<file path="src/rtl/ysyx_22041211_ifu_fetch.sv">
`default_nettype none
// ============================================================================
// Module   : ysyx_22041211_ifu_fetch
// Brief    : Multi-cycle, non-pipelined instruction fetch unit. It owns the PC
//            and fetches one instruction over an AXI4-lite read port. It hands
//            the instruction to decode and waits for write-back to retire it
//            and supply the next PC. A bus error or a misaligned next PC halts
//            the unit until reset.
// Revision : 1.0 - initial release
// ============================================================================
module ysyx_22041211_ifu_fetch #(
  parameter int                  DATA_LEN = 32,
  parameter int                  ADDR_LEN = 32,
  parameter logic [ADDR_LEN-1:0] RESET_PC = 32'h8000_0000
) (
  input  logic                clk,
  input  logic                rst,
  // AXI4-lite read address channel
  output logic [ADDR_LEN-1:0] addr_r_addr_o,
  output logic                addr_r_valid_o,
  input  logic                addr_r_ready_i,
  // AXI4-lite read data channel
  input  logic [DATA_LEN-1:0] r_data_i,
  input  logic [1:0]          r_resp_i,
  input  logic                r_valid_i,
  output logic                r_ready_o,
  // decode interface
  output logic [DATA_LEN-1:0] inst_o,
  output logic [ADDR_LEN-1:0] pc_o,
  output logic                ifu_valid_o,
  input  logic                idu_ready_i,
  // write-back interface
  input  logic                wb_valid_i,
  input  logic [ADDR_LEN-1:0] npc_i,
  // status
  output logic                fetch_err_o,
  output logic [1:0]          err_cause_o,
  output logic [31:0]         retire_cnt_o
);

  typedef enum logic [2:0] {
    FETCH_ADDR = 3'd0,
    WAIT_DATA  = 3'd1,
    HAND_OFF   = 3'd2,
    WAIT_WB    = 3'd3,
    HALT       = 3'd4
  } state_t;

  localparam logic [1:0] c_resp_okay      = 2'b00;
  localparam logic [1:0] c_cause_bus      = 2'b01;
  localparam logic [1:0] c_cause_misalign = 2'b10;

  state_t                r_state;
  state_t                w_state_nxt;
  logic [ADDR_LEN-1:0]   r_pc;
  logic [DATA_LEN-1:0]   r_inst;
  logic [31:0]           r_retire_cnt;
  logic                  r_fetch_err;
  logic [1:0]            r_err_cause;

  logic                  w_addr_valid;
  logic                  w_r_ready;
  logic                  w_ifu_valid;
  logic                  w_inst_load;
  logic                  w_bus_err;
  logic                  w_retire;
  logic                  w_pc_load;
  logic                  w_misalign;

  // Next-state decode and per-state handshake strobes / datapath enables.
  always_comb begin
    w_state_nxt  = r_state;
    w_addr_valid = 1'b0;
    w_r_ready    = 1'b0;
    w_ifu_valid  = 1'b0;
    w_inst_load  = 1'b0;
    w_bus_err    = 1'b0;
    w_retire     = 1'b0;
    w_pc_load    = 1'b0;
    w_misalign   = 1'b0;
    case (r_state)
      FETCH_ADDR: begin
        w_addr_valid = 1'b1;
        if (addr_r_ready_i) begin
          w_state_nxt = WAIT_DATA;
        end
      end
      WAIT_DATA: begin
        w_r_ready = 1'b1;
        if (r_valid_i) begin
          if (r_resp_i == c_resp_okay) begin
            w_inst_load = 1'b1;
            w_state_nxt = HAND_OFF;
          end else begin
            w_bus_err   = 1'b1;
            w_state_nxt = HALT;
          end
        end
      end
      HAND_OFF: begin
        w_ifu_valid = 1'b1;
        if (idu_ready_i) begin
          w_state_nxt = WAIT_WB;
        end
      end
      WAIT_WB: begin
        if (wb_valid_i) begin
          w_retire = 1'b1;
          if (npc_i[1:0] == 2'b00) begin
            w_pc_load   = 1'b1;
            w_state_nxt = FETCH_ADDR;
          end else begin
            w_misalign  = 1'b1;
            w_state_nxt = HALT;
          end
        end
      end
      HALT: begin
        w_state_nxt = HALT;
      end
      // Corrupted encodings park the unit; the recorded cause is left alone.
      default: begin
        w_state_nxt = HALT;
      end
    endcase
  end

  // State register.
  always_ff @(posedge clk) begin
    if (rst) begin
      r_state <= FETCH_ADDR;
    end else begin
      r_state <= w_state_nxt;
    end
  end

  // PC, instruction latch, retire counter and sticky error status.
  always_ff @(posedge clk) begin
    if (rst) begin
      r_pc         <= RESET_PC;
      r_inst       <= '0;
      r_retire_cnt <= 32'd0;
      r_fetch_err  <= 1'b0;
      r_err_cause  <= 2'b00;
    end else begin
      if (w_inst_load) begin
        r_inst <= r_data_i;
      end
      if (w_pc_load) begin
        r_pc <= npc_i;
      end
      if (w_retire) begin
        r_retire_cnt <= r_retire_cnt + 32'd1;
      end
      if (w_bus_err) begin
        r_fetch_err <= 1'b1;
        r_err_cause <= c_cause_bus;
      end
      if (w_misalign) begin
        r_fetch_err <= 1'b1;
        r_err_cause <= c_cause_misalign;
      end
    end
  end

  // Handshake outputs are forced low for the whole reset cycle, even though
  // the state register only resets at the clock edge.
  assign addr_r_valid_o = w_addr_valid & ~rst;
  assign r_ready_o      = w_r_ready & ~rst;
  assign ifu_valid_o    = w_ifu_valid & ~rst;

  assign addr_r_addr_o  = r_pc;
  assign pc_o           = r_pc;
  assign inst_o         = r_inst;
  assign fetch_err_o    = r_fetch_err;
  assign err_cause_o    = r_err_cause;
  assign retire_cnt_o   = r_retire_cnt;

endmodule
`default_nettype wire
</file>
<file path="config.mk">
export PLATFORM = sky130hd
export DESIGN_NAME = ysyx_22041211_ifu_fetch
export DESIGN_NICKNAME = d
export VERILOG_FILES = /design/src/rtl/ysyx_22041211_ifu_fetch.sv
export SDC_FILE = /design/constraint.sdc
export NUM_CORES = 1
export LEC_CHECK = 0
export CORE_MARGIN = 1.5
export CORE_UTILIZATION = 45
export CTS_BUF_LIST = sky130_fd_sc_hd__clkbuf_8
export CTS_CLUSTER_SIZE = 16
export DETAILED_ROUTE_END_ITERATION = 7
export GPL_ROUTABILITY_DRIVEN = 0
export GPL_TIMING_DRIVEN = 1
export MAX_ROUTING_LAYER = met4
export PLACE_DENSITY_LB_ADDON = 0.05
export SLEW_MARGIN = 0
export SYNTH_ARGS = -nofsm -noshare
export SYNTH_HDL_FRONTEND = slang
export SYNTH_SLANG_ARGS = --single-unit
</file>
<file path="constraint.sdc">
create_clock -name clk -period 5.65 [get_ports clk]
set_clock_uncertainty 0.2 [all_clocks]
set_input_delay 1.4125 -clock clk [delete_from_list [all_inputs] [get_ports clk]]
set_output_delay 1.4125 -clock clk [all_outputs]
set_load 0.1 [all_outputs]
</file>
==> parameters.txt <==
Parameter                              Value

Hold path
  Hold/Removal Path Class ... reg2reg

Worst setup path
  Startpoint type of the worst setup path ... primary input
  CP Data Arrival Time ... 2.41 ns
  Kind of end point of the critical path ... output port
  Critical path class ... in2out
  Worst path required time ... around 4.0 ns
  Peak fanout along the critical path ... 63

Synthesis
  Leading post-synthesis cells by instance count ... 147 x nand2_1, 102 x dfxtp_1, 87 x a21oi_1
  Number of enable-type register cells in the synthesized netlist ... 0
  Top FF cell, synth ... dfxtp_1
  Netlist area before placement ... 0.00425 sq mm
  Post-synth ARST share ... 0%
  Biggest area contributors in the synthesized netlist ... dfxtp_1 48%, nand2_1 13%, a21oi_1 10%, buf_4 5.8%, or4_1 2.8%
  Post-synthesis cell type with the largest combined area ... dfxtp_1
  Post-Synthesis Net Count ... ~600
  Sequential element share of the synthesized area ... 48.1%
  Number of library cell types mapped by synthesis ... 35
  Most common cell in the netlist ... nand2_1
  Instance count of the mapped netlist ... 525
  Warning count from the yosys run ... 0
  Yosys top cell area share ... 48.1%
  Flops & latches, synth ... 102
  Average footprint of a synthesized cell ... 8.09 sq um

Timing
  Clock period minus final worst setup slack ... 4.02 ns
  Relative max-transition margin ... between 20 and 25%
  RSZ-0062 raised after global routing ... no
  Final Max Slew Viols ... 0
  Setup tns final ... 0 ns
  Crit share post-route ... 71.2%
  Number of hold violations in the final report ... 0
  Worst-Margin Slew ... 1.16 ns
  Post-Route Hold Slack ... 0.257 ns
  Top achievable clock speed ... 249 MHz
  Final setup violating endpoints ... 0

Die
  Number of placement rows ... 35
  Die Span X ... between 100 and 150 microns
  DIE AREA ... approximately 0.01 sq mm
  Die height ... 100 microns
  Initial core utilization ... 46.2%
  Count of pins on the block boundary ... 206
  Core region area ... 0.00920 sq mm

Clock tree
  Buffers from clock root to sink, at most ... 2
  Post-CTS Setup Inserts ... 0
  Hold buffers post-CTS ... 0
  Post-CTS clock slew at the launch and capture registers of the worst setup and hold paths ... 0.09 ns
  Clk Tree Root Cell ... clkbuf_8
  Num CTS Buffers ... 9
  Clock tree from TritonCTS ... built
  Clock H-tree levels ... 3
  Worst-Skew Late Latency ... 0.36 ns
  Count of clock tree sinks ... 102
  Resized cells post-CTS ... 0

Placed design
  HPWL after DPL ... 8.47 mm
  Total cell area at the placement stage ... 0.00605 sq mm
  Number of buffer cells added on primary ports ... slightly above 200

Route
  Antenna Violating Nets Remaining ... 0
  Iteration-0 DRC Markers ... around 150
  Count of unresolved DRC violations after routing ... 0
  DR vias ... 4,073
  WL/cell ... 14.8 microns
  Drt first pass iters ... 4
  Vias per cell ... 5.15
  DRT Wirelength ... 11.7 mm

Cells and area
  Final design utilization ... about two thirds
  Layout net count ... 748
  Ant. Diodes ... 0
  Ratio of cells with drive above 1 in the final layout ... 3.82%
  Syn-to-layout area delta ... 46.6%
  Final cell area excluding filler cells ... 0.00623 sq mm

Pwr
  Post-route total power ... between 1000 and 1500 uW
  Worst vdd rail ir drop ... around 0.14 mV
  Power density relative to cell area ... between 200 and 250 mW/mm^2
  Leakage component of the power ... 0.00203 uW

Job
  Count of max-cap constraint violations ... 0

GRT
  Most used routing layer in global routing ... met2
  Met1 demand-to-capacity share in global routing ... about 28%
  Global Route met3 Usage ... 4.46%
  First-pass GRT wire length ... 18.0 mm
  Initial antenna violation count ... 0
  Vias in the first global route ... between 3k and 4k
  Sum of overflow across all layers after global routing ... 0
  M2 GR Usage ... 39.1%
  All-layer global routing usage ... 23.3%
  Largest net degree at the start of global routing ... 64

Status
  Result of the run ... complete, no violations
critical path, stage by stage:
cell and delay, ns:
buf_4 0.30, nor4b_1 0.34, buf_4 0.35
flip-flops by register name (all words and copies together) (netlist names):
register and count:
addr_r_addr_o 32, err_cause_o 2, inst_o 32, r_state 3, fetch_err_o 1, retire_cnt_o 32
routing by layer:
layer / part of all wire [%] / routed length (microns)
met5: 0 / 0
met4: 1.4 / 169
met3: 5.8 / 677
met2: 49 / 5690
met1: 44 / 5150
area by class of cell:
cell class | count | area (sq um)
Timing Repair Buffer | 207 | 2060
Clock buffer | 10 | 138
Multi-Input combinational cell | 350 | 1790
Sequential cell | 102 | 2040
Tap cell | 111 | 139
Inverter | 5 | 18.8
Clock inverter | 6 | 37.5
Fill cell | 801 | 2970
stage by stage:
stage               std cells  worst slack (ns)
floorplan                 525            -0.833
global placement          775              1.65
detailed placement        775              1.61
CTS                       791              1.61
global route              791              1.55
finish                    791              1.63
power by group:
group,internal (uW),total (uW),switching (uW)
clock,171,418,247
sequential,724,729,5.47
combinational,57.6,127,69.4
total,952,1270,322
final timing paths:
kind	slack, ns	end	cells after the start	startpoint
min reg2reg	0.26	inst_o[2]	2	inst_o[2]
max	1.63	ifu_valid_o	3	rst
max reg2reg	3.02	retire_cnt_o[30]	4	r_state[1]
min	0.26	inst_o[2]	2	inst_o[2]
cell families (layout without fill, tap and decap cells):
logic type	count (synthesis)	after routing	share of synthesized area [%]
buffers and inverters	73	228	9.93
DFF	102	102	48.1
and+or+nand+nor	225	225	25.1
muxes	3	3	0.737
adders and majority gates	1	1	0.295
AOI/OAI and AO/OA	113	113	14.2
xor gates and xnor gates	8	8	1.65
layout by cell type (no fill, tap or decap), drive strengths merged, types with 3 or more instances in the layout:
cell and count:
clkdlybuf4s50 201, nor2 11, nor4 3, o31ai 14
nand2 147, nand4 6, or4 17, o21ai 10
and3 5, nand3 7, clkbuf 10, inv 7
nor3 6, dfxtp 102, or3 9, a21oi 87
xnor2 6, buf 6
Power figures use the tool's default switching activity.
